--- src/rtl/nonce_dispatch_ctrl.sv ---
// nonce_dispatch_ctrl
//   Sequences a bank of NUM_CORES SHA-256 nonce cores for one hashing job.
//   On start it hands out nonces 0..NUM_NONCES-1 to idle cores, collects each
//   core's H0 word, and stores it through the single memory write port at
//   output_addr + nonce. Results are written in completion order.
//
// Ports
//   clk, reset_n        clock (rising edge) / asynchronous active-low reset
//   start, output_addr  job request (sampled only in IDLE) and result base address
//   done                one-cycle pulse after all results are written
//   core_start          one-hot launch pulse; core_nonce is valid in the same cycle
//   core_done/core_hash per-core result ready (held until acked) and H0 word
//   core_ack            one-hot result accept, coincident with the memory write
//   mem_clk, mem_we, mem_addr, mem_write_data   memory write port (mem_clk = clk)
//   dbg_state           current FSM state (0 IDLE, 1 RUN, 2 FIN)
//
// Handshake: a core owns its result from core_start until core_ack. core_done
// counts only while the core is marked busy here; a core is marked busy from the
// cycle after its dispatch decision until the cycle after its collect decision.
module nonce_dispatch_ctrl #(
   parameter int NUM_NONCES = 16,
   parameter int NUM_CORES  = 4
) (
   input  logic                      clk,
   input  logic                      reset_n,
   input  logic                      start,
   input  logic [15:0]               output_addr,
   output logic                      done,
   output logic [NUM_CORES-1:0]      core_start,
   output logic [31:0]               core_nonce,
   input  logic [NUM_CORES-1:0]      core_done,
   input  logic [NUM_CORES*32-1:0]   core_hash,
   output logic [NUM_CORES-1:0]      core_ack,
   output logic                      mem_clk,
   output logic                      mem_we,
   output logic [15:0]               mem_addr,
   output logic [31:0]               mem_write_data,
   output logic [1:0]                dbg_state
);

   localparam int CNTW = $clog2(NUM_NONCES + 1);
   localparam int PW   = (NUM_CORES > 1) ? $clog2(NUM_CORES) : 1;

   typedef enum logic [1:0] {
      S_IDLE = 2'd0,
      S_RUN  = 2'd1,
      S_FIN  = 2'd2
   } state_t;

   state_t                state, state_nxt;
   logic [15:0]           base_addr;
   logic [CNTW-1:0]       issue_cnt;
   logic [CNTW-1:0]       written_cnt;
   logic [NUM_CORES-1:0]  busy;
   logic [CNTW-1:0]       tag [NUM_CORES];
   logic [PW-1:0]         rr_ptr;

   logic                  disp_go;
   logic [PW-1:0]         disp_idx;
   logic [NUM_CORES-1:0]  disp_oh;

   logic [NUM_CORES-1:0]  coll_cand;
   logic                  coll_go;
   logic [PW-1:0]         coll_idx;
   logic [NUM_CORES-1:0]  coll_oh;
   logic [31:0]           coll_hash;
   logic [CNTW-1:0]       coll_tag;
   logic [PW-1:0]         lo_all, lo_hi;
   logic                  any_all, any_hi;

   assign mem_clk   = clk;
   assign dbg_state = state;

   // FSM next state
   always_comb begin
      state_nxt = state;
      case (state)
         S_IDLE:  if (start) state_nxt = S_RUN;
         S_RUN:   if (written_cnt == CNTW'(NUM_NONCES)) state_nxt = S_FIN;
         S_FIN:   state_nxt = S_IDLE;
         default: state_nxt = S_IDLE;
      endcase
   end

   // Dispatch: lowest-index idle core (descending scan, last hit wins).
   always_comb begin
      disp_idx = '0;
      disp_go  = 1'b0;
      disp_oh  = '0;
      for (int i = NUM_CORES - 1; i >= 0; i--) begin
         if (!busy[i]) begin
            disp_idx = PW'(i);
            disp_go  = 1'b1;
         end
      end
      if (state != S_RUN || issue_cnt >= CNTW'(NUM_NONCES)) disp_go = 1'b0;
      for (int i = 0; i < NUM_CORES; i++) begin
         disp_oh[i] = disp_go && (disp_idx == PW'(i));
      end
   end

   // Collect: round-robin from rr_ptr. The lowest candidate at or above rr_ptr
   // wins; if there is none, wrap to the lowest candidate overall.
   assign coll_cand = core_done & busy;

   always_comb begin
      lo_all    = '0;
      lo_hi     = '0;
      any_all   = 1'b0;
      any_hi    = 1'b0;
      coll_oh   = '0;
      coll_hash = '0;
      coll_tag  = '0;
      for (int i = NUM_CORES - 1; i >= 0; i--) begin
         if (coll_cand[i]) begin
            lo_all  = PW'(i);
            any_all = 1'b1;
            if (PW'(i) >= rr_ptr) begin
               lo_hi  = PW'(i);
               any_hi = 1'b1;
            end
         end
      end
      coll_idx = any_hi ? lo_hi : lo_all;
      coll_go  = (state == S_RUN) && any_all;
      for (int i = 0; i < NUM_CORES; i++) begin
         if (coll_go && (coll_idx == PW'(i))) begin
            coll_oh[i] = 1'b1;
            coll_hash  = core_hash[32*i +: 32];
            coll_tag   = tag[i];
         end
      end
   end

   always_ff @(posedge clk or negedge reset_n) begin
      if (!reset_n) begin
         state          <= S_IDLE;
         base_addr      <= '0;
         issue_cnt      <= '0;
         written_cnt    <= '0;
         busy           <= '0;
         rr_ptr         <= '0;
         for (int i = 0; i < NUM_CORES; i++) tag[i] <= '0;
         done           <= 1'b0;
         core_start     <= '0;
         core_nonce     <= '0;
         core_ack       <= '0;
         mem_we         <= 1'b0;
         mem_addr       <= '0;
         mem_write_data <= '0;
      end else begin
         state      <= state_nxt;
         done       <= (state == S_FIN);
         core_start <= disp_oh;
         core_ack   <= coll_oh;
         mem_we     <= coll_go;
         // Dispatch and collect never target the same core: one picks idle
         // cores, the other busy ones. A core freed here is seen idle next cycle.
         busy       <= (busy & ~coll_oh) | disp_oh;

         if (state == S_IDLE && start) begin
            base_addr   <= output_addr;
            issue_cnt   <= '0;
            written_cnt <= '0;
         end

         if (disp_go) begin
            core_nonce <= 32'(issue_cnt);
            issue_cnt  <= issue_cnt + CNTW'(1);
         end
         for (int i = 0; i < NUM_CORES; i++) begin
            if (disp_oh[i]) tag[i] <= issue_cnt;
         end

         if (coll_go) begin
            mem_addr       <= base_addr + 16'(coll_tag);
            mem_write_data <= coll_hash;
            rr_ptr         <= (coll_idx == PW'(NUM_CORES - 1)) ? '0 : coll_idx + PW'(1);
            written_cnt    <= written_cnt + CNTW'(1);
         end
      end
   end

endmodule

--- config.mk ---
export PLATFORM = sky130hd
export DESIGN_NAME = nonce_dispatch_ctrl
export DESIGN_NICKNAME = d
export VERILOG_FILES = /design/src/rtl/nonce_dispatch_ctrl.sv
export SDC_FILE = /design/constraint.sdc
export NUM_CORES = 1
export LEC_CHECK = 0
export ABC_AREA = 1
export BUFFER_PORTS_ARGS = -buffer_cell sky130_fd_sc_hd__buf_2
export CAP_MARGIN = 20
export CELL_PAD_IN_SITES_DETAIL_PLACEMENT = 0
export CELL_PAD_IN_SITES_GLOBAL_PLACEMENT = 1
export CORE_MARGIN = 3
export CORE_UTILIZATION = 35
export CTS_CLUSTER_SIZE = 14
export DETAILED_ROUTE_END_ITERATION = 10
export GPL_TIMING_DRIVEN = 0
export PLACE_DENSITY = 0.82
export SYNTH_ARGS = -nofsm -noshare
export SYNTH_HDL_FRONTEND = slang
export SYNTH_SLANG_ARGS = --single-unit
--- constraint.sdc ---
create_clock -name clk -period 5.7 [get_ports clk]
set_input_delay 0.285 -clock clk [delete_from_list [all_inputs] [get_ports clk]]
set_output_delay 0.285 -clock clk [all_outputs]
set_load 0.05 [all_outputs]
==> metrics.md, run 1 <==
| Metric | Value |
|---|---|
| Status | complete, no violations |
| Seq/Total Area, Yosys | 41.1% |
| Antenna viol nets, final | 0 |
| Worst-Margin Slew | 0.592 ns |
| Synth warn | 0 |
| Comb power frac | 59.3% |
| Clock network power share | 19.0% |
| Vias in the first global route | 6835 |
| Post-synth top area share | 41.1% |
| WP data arrival | 4.17 ns |
| Synthesis-stage register bit count | 117 |
| Post-synthesis simple-gate area fraction | 38.1% |
| CTS tree | yes |
| RSZ-0062 raised after global routing | false |
| DR vias/cell | 4.56 |
| Cell variety after synth | 36 |
| Critical Path End Type | register |
| Pre-antenna DRT Iters | 5 |
| Total Power | 6.60 mW |
| VDD IR max | 400 uV |
| Largest net degree at the start of global routing | 94 |
| Worst min path class | input port to register |
| Port Buf Inserts | 216 |
| Main combinational cell family by area after synthesis | simple AND/OR/NAND/NOR gates |
| Layout filler cell count | 2032 |
| Die area | 22100 um2 |
| Starting Density | 36.1% |
| Via Count | 7152 |
| Most instantiated library cell after synthesis | nand2_1 |
| Final Hold Fails | 0 |
| Total setup buffers inserted after CTS | 0 |
| Placer Congestion | 0.829 |
| Synth area leaders | dfrtp_1 41%, nand2_1 19%, nand3_1 8.0%, inv_1 5.6%, nor2_1 5.0% |
| Die Width | 149 um |
| Synth Area in Adders | 2.39% |
| Seq pwr share | 21.7% |
| Worst setup SP type | register |
| Mapped Cells | 1011 |
| Max Clock Skew | 0.00693 ns |
| Ys async rst share | 100% |
| Iteration-0 DRC count of the detailed router | 351 |
| Area Overhead vs Synth | 33.5% |
| Commonest cells post-synth | 359 x nand2_1, 117 x dfrtp_1, 114 x nand3_1, 107 x inv_1, 94 x nor2_1 |
| Slew Limit Fails | 0 |
| P_sw | 3.41 mW |
| Final worst path period need | 3.76 ns |
| Synthesized area per cell | 7.05 um2 |
| Max FO, Critical Path | 10 |
| Post-synth top area cell | dfrtp_1 |
| Row cnt | 51 |
| Clk Latency, worst-skew pair | 0.52 ns |
| Switch share | 51.7% |
| Complex-gate fraction of the synthesized area | 4.60% |
| Max-cap violation count | 0 |
| Initial antenna violation count | 0 |
| Core Area | 19700 um2 |
| All-Layer GR Usage | 21.1% |
| Synthesized area | 7130 um2 |
| Final setup violation count | 0 |
| Setup Crit Path Kind | register to register |
| TNS Setup | 0 ns |
| Ys flop type | dfrtp_1 |
| # DRC | 0 |
| IO Count | 244 |
| Grt ovf | 0 |
| Routed WL | 23500 um |
| Post-synthesis xor/xnor area fraction | 0.737% |
| Lkg Pwr | 5.45 nW |
| Achievable Freq | 266 MHz |
| Number of diodes | 0 |
| Final Cycle Share | 66.0% |
| PD cells | 693 nW/um2 |
| Clock Pin Slew Worst Setup and Hold Paths | 0.06 ns |
| Worst EP required | 6.11 ns |
| Layout cells sized above 1 | 25.0% |
| Relative slew slack | 60.5% |
| Int Pwr | 3.19 mW |
| HPWL after DPL | 17400 um |
| Die Ht | 149 um |
| Number of synthesized flops with an enable pin | 0 |
| Layout Nets | 1457 |
| Post-synthesis mux area share | 0% |
| First-pass GRT wire length | 36500 um |
| Avg WL per Cell | 14.9 um |
[worst max-delay path, stage by stage (launching register included)]
cell,delay (ns)
dfrtp_1,0.44
nand2_2,0.12
o21ai_0,0.23
nor2_1,0.08
nand2_1,0.07
nand2_1,0.11
inv_1,0.11
ha_1,0.14
buf_2,0.20
clkbuf_1,0.46
nor2_1,0.10
nand3_1,0.14
nand3_1,0.12
nand2_1,0.11
nand2_1,0.09
ha_1,0.34
nand2_1,0.11
inv_1,0.06
a21boi_0,0.18
nand2_1,0.20
nand3_1,0.11
nand2_1,0.05
nand2_1,0.05
nand2_1,0.05
[what timing repair did]
action                                 in CTS  in global routing
endpoints found under the hold margin      40                  0
hold buffers                               17                  0
resized for setup                           0                  0
[state kept, by name, indices dropped and copies added (netlist names), 2 cells and up]
register	flops
base_addr	16
busy	4
core_ack	4
core_nonce	5
core_start	4
dbg_state	2
issue_cnt	5
mem_addr	16
mem_write_data	32
rr_ptr	2
tag	20
written_cnt	5
[final cells by class]
cell class                 instances  area, um2  share of cell area, %
clock inverter                     8        124                   1.30
tap                              265        332                   3.48
buffer                            76        517                   5.43
inverter                         110        415                   4.36
multi-input combinational        734       3360                   35.3
sequential                       117       2930                   30.8
timing repair buffer             233       1280                   13.4
clock buffer                      27        558                   5.86
[through the flow]
step | setup slack, ns | instance area, um2 | utilization [%] | std cells | hold WS, ns
floorplan | 2.40 | 7220 | - | 1037 | -0.0106
global placement | 1.99 | 8640 | 43.8 | 1518 | 0.454
detailed placement | 1.95 | 8670 | 44.0 | 1519 | 0.167
CTS | 1.93 | 9520 | 48.3 | 1570 | 0.0223
global route | 1.37 | 9520 | 48.3 | 1570 | 0.0383
finish | 1.94 | 9520 | 48.3 | 1570 | 0.0336
[path summary, 6_finish.rpt]
path	slack, ns	startpoint	depth (start not counted)	to
setup / recovery	1.94	busy[1]$_DFF_PN0_	23	mem_addr[14]$_DFFE_PN0P_
setup reg to reg	1.94	busy[1]$_DFF_PN0_	23	mem_addr[14]$_DFFE_PN0P_
min in group asynchronous	0.19	reset_n	2	base_addr[15]$_DFFE_PN0P_
hold / removal	0.03	core_hash[117]	5	mem_write_data[21]$_DFFE_PN0P_
hold reg to reg	0.47	mem_addr[8]$_DFFE_PN0P_	2	mem_addr[8]$_DFFE_PN0P_
max in group asynchronous	4.74	reset_n	3	mem_write_data[31]$_DFFE_PN0P_
[layer usage]
metal,share of wire [%],vias to the layer above,track usage [%]
met5,0,-,0
met4,2.0,0,7.71
met3,6.8,29,4.05
met2,46,252,34.1
met1,45,3213,28.4
li1,-,3658,-
[kinds of logic after synthesis]
group,after synthesis
other,1
buffers and inverters,186
adders and majority gates,13
xor gates and xnor gates,6
and+or+nand+nor,626
AOI/OAI and AO/OA,62
DFF,117
[cell usage in the layout, fill, tap and decap left out, types with 4 or more instances in the layout]
cell type,instances
nand4_1,7
nand2_2,15
o21ai_1,4
nand2_1,359
o21ai_0,44
nand3b_1,32
inv_1,107
dfrtp_1,117
buf_6,10
buf_4,32
nor2_1,94
a21oi_1,5
clkbuf_16,20
nand3_1,114
clkbuf_1,21
xor2_1,5
ha_1,12
conb_1,27
dlygate4sd3_1,17
buf_2,228
[power by group through the flow]
stage / clock [mW] / combinational, mW / sequential (mW)
after CTS: 1.28 / 3.95 / 1.43
after detailed placement: 0.0429 / 3.92 / 1.44
after global placement: 0.0429 / 3.90 / 1.43
after floorplan: 0.0378 / 2.26 / 2.04
after global routing: 1.32 / 4.38 / 1.47
final: 1.25 / 3.91 / 1.43
(Power assumes the default switching activity.)
==> run 2: changes to the inputs <==
clock period = 3.64 ns   (was 5.7 ns; I/O delays follow)
==> metrics.md, run 2 (synthesized netlist as in run 1, its figures left out) <==
| Metric | Value |
|---|---|
| Clock Pin Slew Worst Setup and Hold Paths | 0.05 ns (about the same) |
| Relative slew slack | 61.2% (+0.71 points) |
| Final cell count without fillers | 1624 (+3.4%) |
| Final worst setup slack | 0.363 ns (-1.58 ns) |
| VDD IR max | 627 uV (+57%) |
| Max-cap violation count | 0 (unchanged) |
| Status | complete, no violations |
| WP data arrival | 3.69 ns (-0.48 ns) |
| CTS tree | yes |
| Number of diodes | 0 (unchanged) |
| Placed cells | 1519 (unchanged) |
| Worst setup SP type | register |
| Hold_ws | 0.0167 ns (-0.0169 ns) |
| Layout Nets | 1511 (+3.7%) |
| Largest net degree at the start of global routing | 94 (unchanged) |
| Achievable Freq | 305 MHz (+15%) |
| Hold Path Cell Cnt | 5 (unchanged) |
| Grt ovf | 0 (unchanged) |
| Most frequent cells in the layout | 356 x nand2_1, 226 x buf_2, 117 x dfrtp_1, 113 x nand3_1, 107 x inv_1 |
| Die area | 22100 um2 (unchanged) |
| Die Ht | 149 um (unchanged) |
| Initial antenna violation count | 0 (unchanged) |
| CP peak stage delay | 0.44 ns (-0.02 ns) |
| Seq pwr share | 20.7% (-1.0 points) |
| Iteration-0 DRC count of the detailed router | 388 (+11%) |
| Total Power | 10.8 mW (+64%) |
| Layout cells sized above 1 | 25.3% (+0.33 points) |
| P_sw | 5.44 mW (+59%) |
| DR vias/cell | 4.56 (+0.18%) |
| Max FO, Critical Path | 10 (unchanged) |
| Core Area | 19700 um2 (unchanged) |
| R2R depth | 25 (+8.7%) |
| HPWL after DPL | 17400 um (unchanged) |
| Critical Path End Type | register |
| Antenna viol nets, final | 0 (unchanged) |
| Worst EP required | 4.05 ns (-2.06 ns) |
| DP Worst Slack | -0.113 ns (-2.06 ns) |
| TNS Setup | 0 ns (unchanged) |
| Final Hold Fails | 0 (unchanged) |
| Final setup violation count | 0 (unchanged) |
| Avg WL per Cell | 14.8 um (-0.92%) |
| Largest Register | mem_write_data |
| Clk Latency, worst-skew pair | 0.52 ns (about the same) |
| Clock network power share | 18.2% (-0.8 points) |
| Most used cell, CP | nand3_1 |
| Design area | 10100 um2 (+6.2%) |
| First-pass GRT wire length | 37500 um (+2.6%) |
| R2R Setup Slk | 0.36 ns (-1.58 ns) |
| All-Layer GR Usage | 21.6% (+0.45 points) |
| Int Pwr | 5.38 mW (+69%) |
| Most common cell after layout, fill and taps aside | nand2_1 |
| Port Buf Inserts | 216 (unchanged) |
| Slew Limit Fails | 0 (unchanged) |
| Pre-antenna DRT Iters | 8 (+3) |
| Area Overhead vs Synth | 41.8% |
| Placement Cell Area | 8670 um2 (unchanged) |
| Lkg Pwr | 5.73 nW (+5.1%) |
| Setup Crit Path Kind | register to register |
| Starting Density | 36.1% (unchanged) |
| Worst min path class | input port to register |
| Final Cycle Share | 90.0% (+24 points) |
| IO Count | 244 (unchanged) |
| Via Count | 7411 (+3.6%) |
| Final worst path period need | 3.28 ns (-0.484 ns) |
| Comb power frac | 61.1% (+1.8 points) |
| Top Registers | mem_write_data: 32 flops, tag: 20 flops |
| RSZ-0062 raised after global routing | false |
| Max stage delay cell, worst path | dfrtp_1 |
| Layout Utilization | 51.3% (+3.0 points) |
| Row cnt | 51 (unchanged) |
| Max Clock Skew | 0.00920 ns (+0.00227 ns) |
| Max reg flops | 32 (unchanged) |
| Switch share | 50.3% (-1.4 points) |
| Vias in the first global route | 7103 (+3.9%) |
| PD cells | 1070 nW/um2 (+54%) |
| Worst-Margin Slew | 0.581 ns (-0.0107 ns) |
| Routed WL | 24000 um (+2.5%) |
| Placer Congestion | 0.829 (unchanged) |
| # DRC | 0 (unchanged) |
| Die Width | 149 um (unchanged) |
[run 2: power by group through the flow]
stage / Combinational (mW) / Clock (mW) / Sequential, mW
detailed placement: 6.14 / 0.0672 / 2.25
floorplan: 3.54 / 0.0592 / 3.19
global placement: 6.10 / 0.0672 / 2.25
global route: 7.37 / 2.06 / 2.30
finish: 6.61 / 1.96 / 2.24
CTS: 6.54 / 2.00 / 2.24
[run 2: cell type report]
| cell class | instances | area, um2 |
|---|---|---|
| clock inverter | 8 | 124 |
| sequential | 117 | 2930 |
| clock buffer | 27 | 558 |
| tap | 265 | 332 |
| buffer | 73 | 518 |
| multi-input combinational | 734 | 3400 |
| fill | 1984 | 9610 |
| timing repair buffer | 290 | 1840 |
| inverter | 110 | 415 |
[run 2: final timing paths]
| path | start | end |
|---|---|---|
| max in group asynchronous | reset_n | mem_write_data[23]$_DFFE_PN0P_ |
| min reg2reg | mem_addr[8]$_DFFE_PN0P_ | mem_addr[8]$_DFFE_PN0P_ |
| min in group asynchronous | reset_n | base_addr[15]$_DFFE_PN0P_ |
| max | busy[1]$_DFF_PN0_ | mem_addr[12]$_DFFE_PN0P_ |
| min | core_hash[33] | mem_write_data[1]$_DFFE_PN0P_ |
| max reg2reg | busy[1]$_DFF_PN0_ | mem_addr[12]$_DFFE_PN0P_ |
[run 2: per-layer routing]
layer / global-route usage (%) / up-vias / share of wire (%)
met5: 0 / - / 0
met4: 7.81 / 0 / 2.0
met3: 4.24 / 31 / 6.6
met2: 35.2 / 261 / 47
met1: 28.6 / 3359 / 45
li1: - / 3760 / -
[run 2: critical path: cells and delay by family, from the launching register on]
| family | cells | cell delay [ns] |
|---|---|---|
| and+or+nand+nor | 15 | 1.34 |
| adders and majority gates | 3 | 0.70 |
| buffers and inverters | 6 | 0.61 |
| DFF | 1 | 0.44 |
| AOI/OAI and AO/OA | 1 | 0.07 |
[run 2: repair_timing]
item | in CTS | in global routing
hold endpoints to repair | 165 | 0
gates resized for setup | 3 | 21
buffers inserted | 0 | 6
pin swaps | 0 | 4
hold buffers | 68 | 0
setup endpoints to repair | 9 | 14
gates cloned | 0 | 0
==> run 3: changes to the inputs <==
clock period = 3.15 ns   (was 3.64 ns; I/O delays follow)
==> metrics.md, run 3 (synthesized netlist as in run 1, its figures left out) <==
| Metric | Value |
|---|---|
| Most frequent cells in the layout | 347 x nand2_1, 225 x buf_2, 116 x dfrtp_1, 107 x nand3_1, 100 x inv_1 |
| Storage cell area | 2930 um2 (about the same) |
| DR vias/cell | 4.60 (+0.89%) |
| Relative slew slack | 61.8% (+0.55 points) |
| Grt ovf | 0 (unchanged) |
| Clock Pin Slew Worst Setup and Hold Paths | 0.06 ns (about the same) |
| Pre-antenna DRT Iters | 5 (-3) |
| Max Clock Skew | 0.00505 ns (-0.00415 ns) |
| Placed cells | 1519 (unchanged) |
| Initial antenna violation count | 0 (unchanged) |
| Lkg Pwr | 5.90 nW (+3.0%) |
| Slew Limit Fails | 0 (unchanged) |
| Avg WL per Cell | 15.0 um (+1.2%) |
| Area Overhead vs Synth | 48.2% |
| Final worst path period need | 3.03 ns (-0.243 ns) |
| Layout Utilization | 53.6% (+2.3 points) |
| Starting Density | 36.1% (unchanged) |
| Worst-Margin Slew | 0.573 ns (-0.00824 ns) |
| Worst EP required | 3.56 ns (-0.49 ns) |
| Final cell count without fillers | 1650 (+1.6%) |
| First-pass GRT wire length | 38100 um (+1.6%) |
| Placer Congestion | 0.829 (unchanged) |
| Area of the multi-input gates | 3580 um2 (+5.2%) |
| Largest net degree at the start of global routing | 94 (unchanged) |
| IO Count | 244 (unchanged) |
| Layout Nets | 1537 (+1.7%) |
| Die Width | 149 um (unchanged) |
| # DRC | 0 (unchanged) |
| CTS tree | yes |
| Final setup violation count | 0 (unchanged) |
| Critical Path End Type | register |
| Max reg flops | 32 (unchanged) |
| Hold_ws | 0.0514 ns (+0.0347 ns) |
| Vias in the first global route | 7247 (+2.0%) |
| HPWL after DPL | 17400 um (unchanged) |
| TNS Setup | 0 ns (unchanged) |
| Worst setup SP type | register |
| Status | complete, no violations |
| PD cells | 1270 nW/um2 (+18%) |
| Most common cell after layout, fill and taps aside | nand2_1 |
| Iteration-0 DRC count of the detailed router | 359 (-7.5%) |
| Die Ht | 149 um (unchanged) |
| Achievable Freq | 330 MHz (+8.0%) |
| Port Buf Inserts | 216 (unchanged) |
| Number of diodes | 0 (unchanged) |
| Max FO, Critical Path | 10 (unchanged) |
| RSZ-0062 raised after global routing | true |
| Routed WL | 24700 um (+2.8%) |
| Core Area | 19700 um2 (unchanged) |
| WP data arrival | 3.45 ns (-0.24 ns) |
| VDD IR max | 726 uV (+16%) |
| Row cnt | 51 (unchanged) |
| Antenna viol nets, final | 0 (unchanged) |
| Design area | 10600 um2 (+4.5%) |
| Final Cycle Share | 96.3% (+6.3 points) |
| Layout cells sized above 1 | 28.6% (+3.3 points) |
| Layout filler cell count | 1950 (-1.7%) |
| Placement Cell Area | 8670 um2 (unchanged) |
| Top Registers | mem_write_data: 32 flops, tag: 20 flops |
| Setup Crit Path Kind | register to register |
| Clk Latency, worst-skew pair | 0.52 ns (about the same) |
| Max-cap violation count | 0 (unchanged) |
| Worst min path class | input port to register |
| Final Hold Fails | 0 (unchanged) |
| Via Count | 7597 (+2.5%) |
| Die area | 22100 um2 (unchanged) |
| Largest Register | mem_write_data |
| All-Layer GR Usage | 21.9% (+0.35 points) |
==> run 3: worst paths after layout <==
kind | start | to | slack (ns) | cells past startpoint
setup / recovery | rr_ptr[1]$_DFFE_PN0P_ | mem_addr[14]$_DFFE_PN0P_ | 0.12 | 23
hold / removal | core_hash[38] | mem_write_data[6]$_DFFE_PN0P_ | 0.05 | 5
setup reg to reg | rr_ptr[1]$_DFFE_PN0P_ | mem_addr[14]$_DFFE_PN0P_ | 0.12 | 23
hold reg to reg | mem_addr[3]$_DFFE_PN0P_ | mem_addr[3]$_DFFE_PN0P_ | 0.47 | 2
max in group asynchronous | reset_n | busy[1]$_DFF_PN0_ | 2.32 | 3
min in group asynchronous | reset_n | base_addr[15]$_DFFE_PN0P_ | 0.06 | 2
==> run 3: layout make-up <==
class                      count  share of cell area, %
sequential                   117                   27.7
buffer                        72                   5.09
tap                          265                   3.14
timing repair buffer         317                   19.7
clock inverter                 8                   1.17
inverter                     110                   4.04
multi-input combinational    734                   33.9
clock buffer                  27                   5.28
==> run 3: timing repair <==
action | CTS | global route
hold endpoints to repair | 165 | 0
endpoints found under the setup margin | 15 | 40
buffers inserted | 7 | 14
pin swaps | 3 | 21
gates resized for setup | 28 | 49
hold buffers | 80 | 0
==> run 3: per-stage QoR <==
stage / power, mW / setup WS, ns
finish: 13.4 / 0.116
global route: 14.5 / -0.0741
CTS: 12.9 / 0.0103
detailed placement: 9.77 / -0.603
global placement: 9.73 / -0.564
floorplan: 7.84 / 0.0153
==> run 3: routing by layer <==
layer	up-vias	wire length (um)	track usage, %
met4	0	554	8.04
met3	32	1710	4.27
met2	291	11700	36.2
li1	3816	-	-
met1	3458	10800	28.7
met5	-	0	0
==> run 3: where the power goes <==
group	switching (mW)	internal (mW)	leakage [nW]
Sequential	0.420	2.18	1.48
Clock	0.786	1.49	0.335
Combinational	5.36	3.15	4.09
==> run 3: worst max-delay path, cell delays in order (launching register included) <==
cell and delay [ns]:
dfrtp_1 0.41, buf_4 0.16, o21ai_4 0.17, nor2_1 0.06
nand2_1 0.11, nand2_4 0.10, inv_4 0.07, ha_4 0.16
clkbuf_4 0.22, nand3_1 0.11, nand3_2 0.10, nand2_2 0.06
nand2_2 0.08, ha_4 0.13, inv_2 0.03, fa_2 0.37
inv_2 0.07, nand4_1 0.10, nand2_2 0.16, nand2_1 0.07
nand2_1 0.05, nand2_1 0.04, nand2_1 0.05, nand2_1 0.05
